<file path="src/rtl/typing_scorer.sv">
// Typing game scorer: tracks the typed buffer against the target word, runs the game FSM
// and derives accuracy/WPM with a sequential divider. Build macro: STRICT_COMMIT_EN.
module typing_scorer #(
  parameter int MAX_LEN  = 15,
  parameter int CHAR_W   = 5,
  parameter int CNT_W    = 11,
  parameter int TIME_MAX = 1800,
  parameter int STAT_W   = 10
) (
  input  logic                            clk,
  input  logic                            rst_n,
  input  logic                            tick,
  input  logic                            start,
  input  logic                            mode,
  input  logic [6:0]                      target,
  input  logic                            key_valid,
  input  logic [CHAR_W-1:0]               key_code,
  input  logic [MAX_LEN*CHAR_W-1:0]       word,
  input  logic [$clog2(MAX_LEN+1)-1:0]    word_len,
  output logic                            word_next,
  output logic [MAX_LEN*CHAR_W-1:0]       typed,
  output logic [$clog2(MAX_LEN+1)-1:0]    cursor,
  output logic [$clog2(MAX_LEN+1)-1:0]    correct,
  output logic [6:0]                      words_done,
  output logic [CNT_W-1:0]                timer,
  output logic [STAT_W-1:0]               acc,
  output logic [STAT_W-1:0]               wpm,
  output logic                            running,
  output logic                            finish
);

  localparam int LW = $clog2(MAX_LEN+1);
  localparam int DW = CNT_W + 8;
  localparam int CW = $clog2(DW);
  localparam logic [CNT_W-1:0]  TMAX      = CNT_W'(TIME_MAX);
  localparam logic [STAT_W-1:0] STAT_SAT  = '1;

  typedef enum logic [1:0] {IDLE, RUN, DONE} state_t;
  typedef enum logic [2:0] {DV_IDLE, DV_ACC_LD, DV_ACC, DV_WPM_LD, DV_WPM} dv_t;

  state_t state, state_nxt;
  dv_t    dv_state;

  logic [MAX_LEN*CHAR_W-1:0] typed_q;
  logic [LW-1:0]             cursor_q, correct_q;
  logic [6:0]                words_q, target_q;
  logic                      mode_q;
  logic [CNT_W-1:0]          timer_q, remaining, typed_chars, good_chars;
  logic [CNT_W-1:0]          good_s, typed_s, timer_s, den;
  logic [CNT_W-1:0]          rem, step_rem;
  logic [DW-1:0]             quo, step_quo;
  logic [CNT_W:0]            trial;
  logic [CW-1:0]             cnt;
  logic                      req_pend;
  logic [STAT_W-1:0]         acc_q, wpm_q;
  logic [CHAR_W-1:0]         cur_char;

  logic run, game_start, done_cond, tick_do;
  logic is_letter, is_bksp, is_space;
  logic letter_do, bksp_do, commit_do, match, full_ok, stat_req;

  function automatic logic [CNT_W-1:0] sat_add(input logic [CNT_W-1:0] a,
                                               input logic [CNT_W-1:0] b);
    logic [CNT_W:0] s;
    s = {1'b0, a} + {1'b0, b};
    return s[CNT_W] ? '1 : s[CNT_W-1:0];
  endfunction

  function automatic logic [STAT_W-1:0] sat_stat(input logic [DW-1:0] q);
    return (q > DW'(STAT_SAT)) ? STAT_SAT : q[STAT_W-1:0];
  endfunction

  always_comb begin
    cur_char = '0;
    for (int i = 0; i < MAX_LEN; i++)
      if (cursor_q == LW'(i)) cur_char = word[i*CHAR_W +: CHAR_W];
  end

  assign run        = (state == RUN);
  assign game_start = (state == IDLE) && start;
  assign done_cond  = (timer_q == TMAX) || (mode_q && (words_q == target_q)) ||
                      (!mode_q && (remaining == '0));
  assign tick_do    = run && tick;
  assign is_letter  = key_valid && (key_code >= CHAR_W'(1)) && (key_code <= CHAR_W'(26));
  assign is_bksp    = key_valid && (key_code == CHAR_W'(27));
  assign is_space   = key_valid && (key_code == CHAR_W'(28));
  assign match      = (cursor_q == correct_q) && (cursor_q < word_len) && (key_code == cur_char);
  assign full_ok    = (correct_q == cursor_q) && (cursor_q == word_len);
  assign letter_do  = run && is_letter && (cursor_q < LW'(MAX_LEN));
  assign bksp_do    = run && is_bksp && (cursor_q != '0);
`ifdef STRICT_COMMIT_EN
  assign commit_do  = run && is_space && (cursor_q != '0) && full_ok;
`else
  assign commit_do  = run && is_space && (cursor_q != '0);
`endif
  assign stat_req   = commit_do || tick_do;

  always_ff @(posedge clk or negedge rst_n) begin
    if (!rst_n) state <= IDLE;
    else        state <= state_nxt;
  end

  always_comb begin
    state_nxt = state;
    case (state)
      IDLE:    if (start) state_nxt = RUN;
      RUN:     if (done_cond) state_nxt = DONE;
      DONE:    if (start) state_nxt = IDLE;
      default: state_nxt = IDLE;
    endcase
  end

  always_comb begin
    running = (state == RUN);
    finish  = (state == DONE);
  end

  // Letters, backspace and space are mutually exclusive; ticks apply alongside any of them.
  always_ff @(posedge clk or negedge rst_n) begin
    if (!rst_n) begin
      typed_q     <= '0;
      cursor_q    <= '0;
      correct_q   <= '0;
      words_q     <= '0;
      timer_q     <= '0;
      remaining   <= '0;
      typed_chars <= '0;
      good_chars  <= '0;
      mode_q      <= 1'b0;
      target_q    <= '0;
      word_next   <= 1'b0;
    end else if (game_start) begin
      typed_q     <= '0;
      cursor_q    <= '0;
      correct_q   <= '0;
      words_q     <= '0;
      timer_q     <= '0;
      remaining   <= mode ? '0 : CNT_W'(target) * CNT_W'(10);
      typed_chars <= '0;
      good_chars  <= '0;
      mode_q      <= mode;
      target_q    <= target;
      word_next   <= 1'b0;
    end else begin
      word_next <= commit_do;
      if (tick_do) begin
        if (timer_q != TMAX) timer_q <= timer_q + CNT_W'(1);
        if (!mode_q && remaining != '0) remaining <= remaining - CNT_W'(1);
      end
      if (letter_do) begin
        for (int i = 0; i < MAX_LEN; i++)
          if (cursor_q == LW'(i)) typed_q[i*CHAR_W +: CHAR_W] <= key_code;
        cursor_q    <= cursor_q + LW'(1);
        typed_chars <= sat_add(typed_chars, CNT_W'(1));
        if (match) correct_q <= correct_q + LW'(1);
      end
      if (bksp_do) begin
        for (int i = 0; i < MAX_LEN; i++)
          if (cursor_q == LW'(i+1)) typed_q[i*CHAR_W +: CHAR_W] <= '0;
        cursor_q <= cursor_q - LW'(1);
        if (correct_q == cursor_q) correct_q <= correct_q - LW'(1);
      end
      if (commit_do) begin
        good_chars  <= sat_add(good_chars, CNT_W'(correct_q) + CNT_W'(full_ok));
        typed_chars <= sat_add(typed_chars, CNT_W'(1));
        if (words_q != 7'h7f) words_q <= words_q + 7'd1;
        typed_q   <= '0;
        cursor_q  <= '0;
        correct_q <= '0;
      end
    end
  end

  // One restoring step: shift the next dividend bit into the partial remainder.
  always_comb begin
    trial = {rem, quo[DW-1]};
    if (trial >= {1'b0, den}) begin
      step_rem = trial[CNT_W-1:0] - den;
      step_quo = {quo[DW-2:0], 1'b1};
    end else begin
      step_rem = trial[CNT_W-1:0];
      step_quo = {quo[DW-2:0], 1'b0};
    end
  end

  // A job snapshots the counters, then divides for acc followed by wpm.
  always_ff @(posedge clk or negedge rst_n) begin
    if (!rst_n) begin
      dv_state <= DV_IDLE;
      req_pend <= 1'b0;
      good_s   <= '0;
      typed_s  <= '0;
      timer_s  <= '0;
      quo      <= '0;
      rem      <= '0;
      den      <= '0;
      cnt      <= '0;
      acc_q    <= '0;
      wpm_q    <= '0;
    end else if (game_start) begin
      dv_state <= DV_IDLE;
      req_pend <= 1'b0;
      acc_q    <= '0;
      wpm_q    <= '0;
    end else begin
      req_pend <= stat_req || (req_pend && (dv_state != DV_IDLE));
      case (dv_state)
        DV_IDLE: if (req_pend) begin
          good_s   <= good_chars;
          typed_s  <= typed_chars;
          timer_s  <= timer_q;
          dv_state <= DV_ACC_LD;
        end
        DV_ACC_LD: if (typed_s == '0) begin
          acc_q    <= '0;
          dv_state <= DV_WPM_LD;
        end else begin
          quo      <= DW'(good_s) * DW'(100);
          rem      <= '0;
          den      <= typed_s;
          cnt      <= '0;
          dv_state <= DV_ACC;
        end
        DV_ACC: begin
          quo <= step_quo;
          rem <= step_rem;
          cnt <= cnt + CW'(1);
          if (cnt == CW'(DW-1)) begin
            acc_q    <= sat_stat(step_quo);
            dv_state <= DV_WPM_LD;
          end
        end
        DV_WPM_LD: if (timer_s == '0) begin
          wpm_q    <= '0;
          dv_state <= DV_IDLE;
        end else begin
          quo      <= DW'(good_s) * DW'(120);
          rem      <= '0;
          den      <= timer_s;
          cnt      <= '0;
          dv_state <= DV_WPM;
        end
        DV_WPM: begin
          quo <= step_quo;
          rem <= step_rem;
          cnt <= cnt + CW'(1);
          if (cnt == CW'(DW-1)) begin
            wpm_q    <= sat_stat(step_quo);
            dv_state <= DV_IDLE;
          end
        end
        default: dv_state <= DV_IDLE;
      endcase
    end
  end

  assign typed      = typed_q;
  assign cursor     = cursor_q;
  assign correct    = correct_q;
  assign words_done = words_q;
  assign timer      = timer_q;
  assign acc        = acc_q;
  assign wpm        = wpm_q;

endmodule

</file>
<file path="config.mk">
export PLATFORM = sky130hd
export DESIGN_NAME = typing_scorer
export DESIGN_NICKNAME = d
export VERILOG_FILES = /design/src/rtl/typing_scorer.sv
export SDC_FILE = /design/constraint.sdc
export NUM_CORES = 1
export LEC_CHECK = 0
export ABC_AREA = 0
export CAP_MARGIN = 0
export CORE_UTILIZATION = 50
export DETAILED_ROUTE_END_ITERATION = 10
export PLACE_DENSITY = 0.74
export REMOVE_ABC_BUFFERS = 1
export SETUP_SLACK_MARGIN = 0.4
export SYNTH_ARGS = -nofsm -noshare
export SYNTH_HDL_FRONTEND = slang
export SYNTH_SLANG_ARGS = --single-unit
export TNS_END_PERCENT = 50
</file>
<file path="constraint.sdc">
create_clock -name clk -period 5.2 [get_ports clk]
set_input_delay 0.52 -clock clk [delete_from_list [all_inputs] [get_ports clk]]
set_output_delay 0.52 -clock clk [all_outputs]
set_load 0.02 [all_outputs]
</file>
# [Yosys cells after proc, flatten, opt, wreduce, memory -nomap -nowiden]
# Cells that the tools add are included.
[op_classes] addsub=12 mul=3 n_lt_le_gt_ge=6 n_eq_ne=42 muxes=111 n_bitwise=1 n_reduce_logical=55
[ops] op="75-bit two-way mux" n=4
[ops] op="5-bit two-way mux" n=47
[ops] op="11-bit two-way mux" n=19
[ops] op="10-bit two-way mux" n=6
[ops] op="19-bit case mux with 3 select lines" n=1
[ops] op="4-bit two-way mux" n=10
[ops] op="10-bit case mux with 2 select lines" n=2
[ops] op="19-bit two-way mux" n=2
[ops] op="11-bit zero test" n=3
[ops] op="11-bit case mux with 3 select lines" n=1
[ops] op="4-bit equality test (second input constant)" n=8
[ops] op="11-bit case mux with 2 select lines" n=1
[ops] op="7-bit two-way mux" n=3
[ops] op="19-bit by 10-bit > comparator with 1-bit output (second input constant)" n=1
[ops] op="1-bit logical AND" n=19
[ops] op="4-bit by 3-bit equality test with 1-bit output (second input constant)" n=4
[ops] op="11-bit by 5-bit multiplier with 16-bit output (second input constant)" n=1
[ops] op="5-bit equality test (second input constant)" n=3
[ops] op="11-bit by 4-bit multiplier with 15-bit output (second input constant)" n=1
[ops] op="3-bit two-way mux" n=5
[ops] op="3-bit inequality test (second input constant)" n=5
[ops] op="3-bit case mux with 5 select lines" n=1
[ops] op="5-bit case mux with 3 select lines" n=1
[ops] op="3-bit AND reduction" n=5
[ops] op="47 further kinds" n=77
[word_totals] register_bits=248 inputBits=97 output_inout_bits=124 wordCells=253

# [Logic depth before layout (Yosys ltp)]
# Gate-level depths: netlist of the first run.
[depth] ltp_word=24 depth_mapped=16 depth_no_buf=15

# [Worst setup path after synthesis of the first run]
# No wires, ideal clock.
[synth_path] kind="register to register" from="register good_s[6]" to="register quo[17]" setup_ps=82 t_arrival_ps=3341 required_ps=5118 slack_ps=1777 stages_incl_launch_ff=14 path_buffers=0 synth_period_minus_slack_ps=3423 path_cell_list="dfrtp_1 -> ha_1 -> ha_1 -> inv_1 -> fa_1 -> inv_1 -> ha_1 -> or2_2 -> a21oi_1 -> a21oi_1 -> a21oi_1 -> a21oi_1 -> or4_1 -> a31oi_1"
[synth_via] elab_chain_cells=3 elab_cells_between_ends=5 cone_classes="mul (2); mux (3)"
[synth_rtl] element="from (decl)" line="49" source="logic [CNT_W-1:0] good_s, typed_s, timer_s, den;"
[synth_rtl] element="from (signal assigned)" line="209" source="good_s <= good_chars;"
[synth_rtl] element="11-bit by 4-bit multiplier with 15-bit output / 11-bit by 5-bit multiplier with 16-bit output (equally long branches)" line="237, 218"
[synth_rtl] element="19-bit two-way mux, on equally long branches" line="233, 214"
[synth_rtl] element="19-bit case mux with 3 select lines (*)" line="207" source="case (dv_state)"
[synth_rtl] element="to (signal assigned)" line="218" source="quo <= DW'(good_s) * DW'(100);"
[synth_rtl] element="to (signal assigned)" line="237" source="quo <= DW'(good_s) * DW'(120);"
[synth_rtl] element="to (signal assigned)" line="244" source="quo <= step_quo;"
[synth_rtl] element="to (decl)" line="51" source="logic [DW-1:0] quo, step_quo;"
# Mark *: on every way between the ends. The rest lies on a longest branch, timed or not. The select of a mux whose other input is x is not followed.
# A chain may end at the register's enable or synchronous reset.

# [Worst setup path after layout of the first run]
[layout_path] from="register cursor_q[0], in the netlist cursor[0]" to="register correct_q[1], in the netlist correct[1]"
[layout_via] elab_chain_cells=24 elab_cells_between_ends=47 cone_classes="order compare (2); eq/ne (17); mux (21); reduce/logical (7)"
[layout_rtl] element="from (decl)" line="45" source="logic [LW-1:0] cursor_q, correct_q;"
[layout_rtl] element="from (signal assigned)" line="153" source="cursor_q <= cursor_q + LW'(1);"
[layout_rtl] element="from (signal assigned)" line="160" source="cursor_q <= cursor_q - LW'(1);"
[layout_rtl] element="4-bit zero test" line="76" source="if (cursor_q == LW'(i)) cur_char = word[i*CHAR_W +: CHAR_W];"
[layout_rtl] element="5-bit two-way mux (15 in a row)" line="76"
[layout_rtl] element="5-bit equality test" line="87" source="assign match = (cursor_q == correct_q) && (cursor_q < word_len) && (key_code == cur_char);"
[layout_rtl] element="1-bit logical AND" line="87"
[layout_rtl] element="4-bit two-way mux" line="155" source="if (match) correct_q <= correct_q + LW'(1);"
[layout_rtl] element="4-bit two-way mux" line="150" source="if (letter_do) begin"
[layout_rtl] element="4-bit two-way mux" line="161" source="if (correct_q == cursor_q) correct_q <= correct_q - LW'(1);"
[layout_rtl] element="4-bit two-way mux" line="157" source="if (bksp_do) begin"
[layout_rtl] element="4-bit two-way mux (*)" line="163" source="if (commit_do) begin"
[layout_rtl] element="4-bit two-way mux (*)" line="132" source="end else if (game_start) begin"
[layout_rtl] element="to (signal assigned)" line="155"
[layout_rtl] element="to (signal assigned)" line="161"
[layout_rtl] element="to (decl)" line="45"
# Mark *: on every way between the ends. The rest lies on a longest branch, timed or not.

==> metrics.md, run 1 <==
| Metric | Value |
|---|---|
| Die Wd | `178 µm` |
| Worst Hold Class | `primary input to async pin` |
| Diodes inserted | `0` |
| Power Total | `0.00750 W` |
| Final Setup Violations | `0` |
| Run status | `finished with violations` |
| Max Root-Sink Buffers | `3` |
| Post_cts resized | `0` |
| Critical path capture point type | `flip-flop` |
| Worst slew pin tran | `1260 ps` |
| # rows | `64` |
| Total track usage | `27.0%` |
| Leakage | `8.51 nW` |
| Layout cell share with drive strength beyond 1 | `7.32%` |
| Hold slack final | `-22.6 ps` |
| Netlist Area Pre-Place | `15500 µm²` |
| Core Box Area | `30500 µm²` |
| Highest fanout seen on the critical path | `26` |
| CP Data Arrival Time | `4430 ps` |
| CP delay by family, top | `compound AO/OA/AOI/OAI gates` |
| CP startpoint kind | `flip-flop` |
| Die ar. | `31600 µm²` |
| TritonCTS clock tree | `done` |
| Sequential element share of the synthesized area | `40.1%` |
| DP Wirelength | `30.4 mm` |
| GRT Residual Overflow | `0` |
| H-tree levels | `1` |
| Final number of hold-violating endpoints | `7` |
| Nets@finish | `2046` |
| Most instantiated cells after synthesis | `dfrtp_1, nor2_1, nand2_1, o21ai_0, mux2i_1` |
| Vias in the first global route | `13000` |
| Cell count along the critical path | `11` |
| Vias after detailed routing | `12900` |
| Yosys warning count | `0` |
| Clock slew at reported path FFs | `60 ps` |
| Final Max Slew Viols | `0` |
| Relative slew slack | `15.4%` |
| EDFF count, synth | `0` |
| First-pass GRT wire length | `68.4 mm` |
| DRC errors left | `0` |
| Power Density | `396 nW/µm²` |
| Max_cap viols | `0` |
| Sink Count | `248` |
| Min setup slack post-route | `1210 ps` |
| Slowest stage cell, crit path | `ha_1` |
| FMAX | `0.250 GHz` |
| Routed Antenna Nets | `0` |
| Fin crit share | `76.8%` |
| Num CTS Buffers | `29` |
| Reg2Reg Depth | `11` |
| Die H | `178 µm` |
| FFs w/ async S/R, synth | `100%` |
| Synth top area share | `40.1%` |
| Routed vias/inst | `5.77` |
| Most frequent cell after synthesis | `dfrtp_1` |
| Most area-consuming cells after synthesis | `dfrtp_1, ha_1, mux2i_1, nor2_1, nand2_1` |
| I/O pin count | `221` |
| GPL Wtd Cong | `0.859` |
| Pre-CTS setup slack | `1270 ps` |
| WP data required | `5640 ps` |
| Post-synth top area cell | `dfrtp_1` |
| Routed wire length | `41.5 mm` |
| Clock latency on the worst-skew pair | `540 ps` |
| Drt first pass iters | `7` |
| Initial antenna violation count | `0` |
| Synth Register Bits | `248` |
| First-iteration detailed-routing DRC count | `833` |
| Port-buffer cells | `220` |
| Clock skew | `12.2 ps` |
| Distinct cells, synth | `86` |
| Root buffer cell | `clkbuf_16` |
| Worst-path cell chain | `inv_1 > ha_1 > inv_1 > o32ai_1 > a211oi_1 > a311oi_2 > mux2i_1 > o21a_1 > or3b_4 > mux2i_1 > o21a_1` |
| Pin count of the biggest net entering global routing | `100` |
| Buffer count from post-CTS setup fixing | `0` |
| Layout area overhead | `22.3%` |
| Slowest Stage Delay on Critical Path | `830 ps` |
| Hold-fix buffers, CTS | `0` |
| Ys flop type | `dfrtp_1` |
| Fin crit period | `3990 ps` |
| RSZ-0062 raised after global routing | `no` |
| Syn Area/Cell | `9.51 µm²` |
| Worst Path Class, Setup | `flip-flop to flip-flop` |
| Syn Inst Count | `1627` |
| Peak supply drop | `0.320 mV` |
| TNS Setup | `0 ps` |
| DR WL/cell | `18.5 µm` |
| Buffers & Inverters on Critical Path | `2` |
| Failing checks | `hold timing` |
| Starting Density | `50.7%` |
[logic make-up (layout without fill, tap and decap cells)]
kind of cell / after synthesis / in the layout / share of synthesized area [%]
AND/OR/NAND/NOR: 560 / 560 / 17.7
flip-flops: 248 / 248 / 40.1
XOR/XNOR: 70 / 70 / 4.01
multiplexers: 126 / 126 / 8.40
adder cells (fa/ha/maj): 124 / 124 / 11.4
AO/OA/AOI/OAI: 341 / 341 / 14.0
buffers and inverters: 158 / 376 / 4.34
[layout by cell type (no fill, tap or decap), drive strengths merged, types with 29 or more instances in the layout]
cell	synthesis	routed
mux2i	96	96
fa	29	29
clkbuf	44	42
mux2	30	30
nor3	38	38
a21oi	74	74
xor2	33	33
dfrtp	248	248
nor2	177	177
clkdlybuf4s50	0	219
o21ai	115	115
inv	84	87
xnor2	37	37
nand3	33	33
nand2	169	169
ha	95	95
[through the flow]
| step | std cells | util, % | area (µm²) | hold slack [ps] |
|---|---|---|---|---|
| floorplan | 1553 | - | 15100 | 224 |
| global placement | 2190 | 58.9 | 18000 | 463 |
| detailed placement | 2190 | 58.9 | 18000 | 471 |
| CTS | 2241 | 62.0 | 18900 | 35.3 |
| global route | 2241 | 62.0 | 18900 | 54.7 |
| finish | 2241 | 62.0 | 18900 | -22.6 |
[worst register-to-register path, stage by stage (launching register included)]
cell and delay, ps:
dfrtp_1 460, inv_1 200, ha_1 830, inv_1 530
o32ai_1 400, a211oi_1 100, a311oi_2 320, mux2i_1 160
o21a_1 210, or3b_4 390, mux2i_1 130, o21a_1 160
[state kept, by name, summed over array words and instances, names as in the netlist, 10 cells and up]
register,cells
good_chars,11
typed,75
timer_s,11
acc,10
good_s,11
timer,11
rem,11
typed_chars,11
remaining,11
wpm,10
den,11
quo,19
typed_s,11
[power by group]
part,leakage (nW),switching (W),internal (W),total (W)
sequential,3.38,0.000332,0.00224,0.00257
combinational,4.68,0.00177,0.00115,0.00293
clock,0.451,0.000824,0.00118,0.00200
[cell type report]
type / instances / area [µm²]
multi-input cells: 1221 / 8600
clock buffers: 42 / 845
repair buffers: 241 / 2360
well taps: 396 / 495
clock inverters: 9 / 92.6
inverters: 84 / 315
flip-flops and latches: 248 / 6210
fillers: 2490 / 11600
[layer usage]
metal / vias up / routed length (µm) / track usage, % / part of all wire [%]
met5: - / 0 / 0 / 0
met4: 0 / 1130 / 8.01 / 2.7
met3: 74 / 3140 / 7.50 / 7.6
met2: 348 / 19700 / 44.8 / 47
met1: 6364 / 17500 / 34.3 / 42
li1: 6141 / - / - / -
[worst paths after layout]
| path | from | endpoint | slack, ps |
|---|---|---|---|
| min reg2reg | wpm[5] | wpm[5] | 480 |
| min in group clk | wpm[5] | wpm[5] | 480 |
| max in group asynchronous | rst_n | typed_chars[7] | 3930 |
| min | rst_n | quo[5] | -20 |
| max reg2reg | cursor[0] | correct[1] | 1210 |
| max | cursor[0] | correct[1] | 1210 |
Power figures use the tool's default switching activity.
==> inputs of run 2 (changes only) <==
PLACE_DENSITY = 0.77   (was 0.74)
clock period = 3.3 ns   (was 5.2 ns; I/O delays follow)
==> run 2 against run 1 <==
The run ends with setup timing left. Worst hold slack better by 410 ps. Die area unchanged. Clock-buffer cell count down 5. Sequential share of layout area shrank 2.6 points. Critical endpoint is now quo[10]. Clock skew grew 15 ps. Critical path depth up 4. Clock power increased by 69%. Via count up 5.3%. Total power increased by 75%. Non-clock buffer count grew 107.
==> metrics.md, run 2 (synthesized netlist as in run 1, its figures left out) <==
| Metric | Value |
|---|---|
| Routed wire length | `44.9 mm (+8.3%)` |
| Die H | `178 µm (unchanged)` |
| CP Data Arrival Time | `3840 ps (-590 ps)` |
| Power Density | `636 nW/µm² (+61%)` |
| Highest fanout seen on the critical path | `3 (-88%)` |
| Hold wc startpoint | `target[0]` |
| DP Wirelength | `32.0 mm (+5.3%)` |
| Nets@finish | `2153 (+5.2%)` |
| RSZ-0062 raised after global routing | `yes` |
| Reg2Reg Depth | `15 (+4)` |
| # rows | `64 (unchanged)` |
| Final Cell Area | `20600 µm² (+8.7%)` |
| Worst slew pin tran | `1340 ps (+85.5 ps)` |
| Worst Path Class, Setup | `flip-flop to flip-flop` |
| Critical path capture point type | `flip-flop` |
| FMAX | `0.293 GHz (+17%)` |
| Root buffer cell | `clkbuf_16` |
| TNS Setup | `-394 ps (-394 ps)` |
| Vias in the first global route | `13900 (+6.3%)` |
| Routed vias/inst | `5.79 (+0.39%)` |
| TritonCTS clock tree | `done` |
| Placed inst area | `18600 µm² (+3.3%)` |
| RR Endpoint | `quo[10]` |
| Max reg flops | `75 (unchanged)` |
| Pin count of the biggest net entering global routing | `93 (-7.0%)` |
| Hold slack final | `388 ps (+410 ps)` |
| Fin crit period | `3410 ps (-587 ps)` |
| CP startpoint kind | `flip-flop` |
| H-tree levels | `1 (unchanged)` |
| Final number of hold-violating endpoints | `0 (-7)` |
| Slowest Stage Delay on Critical Path | `530 ps (-300 ps)` |
| FF-to-FF Start | `good_s[2]` |
| Vias after detailed routing | `13600 (+5.3%)` |
| Core Box Area | `30500 µm² (unchanged)` |
| First-pass GRT wire length | `71.2 mm (+4.1%)` |
| Crit path from | `good_s[2]` |
| Most frequent cells in the layout | `dfrtp_1, clkdlybuf4s50_1, nor2_1` |
| GPL Wtd Cong | `0.860 (about the same)` |
| Layout fillers | `2280 (-8.4%)` |
| WP data required | `3740 ps (-1900 ps)` |
| Multi-input combinational cell area | `9220 µm² (+7.1%)` |
| Pre-CTS setup slack | `-303 ps (-1570 ps)` |
| Total track usage | `28.1% (+1.0 points)` |
| Clock slew at reported path FFs | `60 ps (about the same)` |
| Port-buffer cells | `220 (unchanged)` |
| Sink Count | `248 (unchanged)` |
| Fin util | `67.4% (+5.4 points)` |
| Min setup slack post-route | `-108 ps (-1310 ps)` |
| Layout cell share with drive strength beyond 1 | `17.6% (+10 points)` |
| WHS Path Cells | `3` |
| Sequential cell area | `6210 µm² (about the same)` |
| Failing checks | `setup timing` |
| Clock latency on the worst-skew pair | `570 ps (+30 ps)` |
| Initial antenna violation count | `1 (+1)` |
| Die Wd | `178 µm (unchanged)` |
| I/O pin count | `221 (unchanged)` |
| Leakage | `9.20 nW (+8.1%)` |
| Peak supply drop | `0.526 mV (+64%)` |
| Num CTS Buffers | `29 (unchanged)` |
| Fin crit share | `103% (+26 points)` |
| Slowest stage cell, crit path | `fa_1` |
| Clock skew | `27.0 ps (+14.8 ps)` |
| Worst Hold Class | `primary input to flip-flop` |
| Final Max Slew Viols | `0 (unchanged)` |
| Layout area overhead | `32.9%` |
| Die ar. | `31600 µm² (unchanged)` |
| Worst-path cell chain | `buf_6 > fa_1 > inv_1 > fa_1 > inv_1 > ha_1 > a21o_1 > a21oi_2 > buf_4 > buf_6 > o21bai_4 > a21oi_2 > xnor2_1 > a221oi_2 > o21ai_1` |
| Max_cap viols | `0 (unchanged)` |
| Routed Antenna Nets | `0 (unchanged)` |
| Run status | `finished with violations` |
| DRC errors left | `0 (unchanged)` |
| Drt first pass iters | `5 (-2)` |
| Max Root-Sink Buffers | `3 (unchanged)` |
| Hold path endpoint | `target_q[0]` |
| Relative slew slack | `9.67% (-5.7 points)` |
| Starting Density | `50.7% (unchanged)` |
| First-iteration detailed-routing DRC count | `976 (+17%)` |
| DR WL/cell | `19.1 µm (+3.2%)` |
| Setup slack, reg-to-reg | `-110 ps (-1310 ps)` |
| Most common cell after layout, fill and taps aside | `dfrtp_1` |
| GRT Residual Overflow | `0 (unchanged)` |
| Final Setup Violations | `5 (+5)` |
run 2: final cells by class:
cell class	instances	share of cell area [%]
Antenna cell	1	0.0122
Clock buffer	37	3.92
Clock inverter	16	1.02
Inverter	84	1.56
Multi-Input combinational cell	1221	44.8
Sequential cell	248	30.2
Tap cell	396	2.41
Timing Repair Buffer	348	16.0
run 2: worst max path at each step:
stage                     endpoint  slack [ps]  cells after the start
final                      quo[10]        -110                     15
after global routing       quo[16]        -290                     15
after CTS                  quo[15]         -70                     13
after detailed placement   quo[17]        -300                     15
after global placement     quo[17]        -140                     15
after floorplan            quo[17]       -1330                      6
run 2: what timing repair did:
item,CTS,global route
hold endpoints to repair,89,0
pin swaps,39,57
endpoints found under the setup margin,94,60
resized for setup,66,91
hold buffers,1,0
setup buffers,16,17
run 2: per-layer routing:
metal	vias up	track usage (%)	wire length, µm
met4	0	10.1	1620
met5	-	0	0
met2	483	47.0	21500
met3	113	7.75	3610
met1	6658	34.5	18200
li1	6360	-	-
run 2: worst max-delay path, delay by kind of cell (launching register included):
family                     cells  cell delay, ps
AOI/OAI and AO/OA              6             950
xor gates and xnor gates       1             100
adders and majority gates      3            1310
buffers and inverters          5             500
DFF                            1             420
run 2: where the power goes:
group          total, W  internal [W]  switching, W
Sequential      0.00402       0.00353      0.000494
Combinational   0.00567       0.00243       0.00324
Clock           0.00339       0.00205       0.00134
run 2: through the flow:
stage	total power (W)	std cells
after floorplan	0.00721	1553
after global placement	0.00876	2263
after detailed placement	0.00892	2263
after CTS	0.0127	2333
after global routing	0.0138	2351
final	0.0131	2351
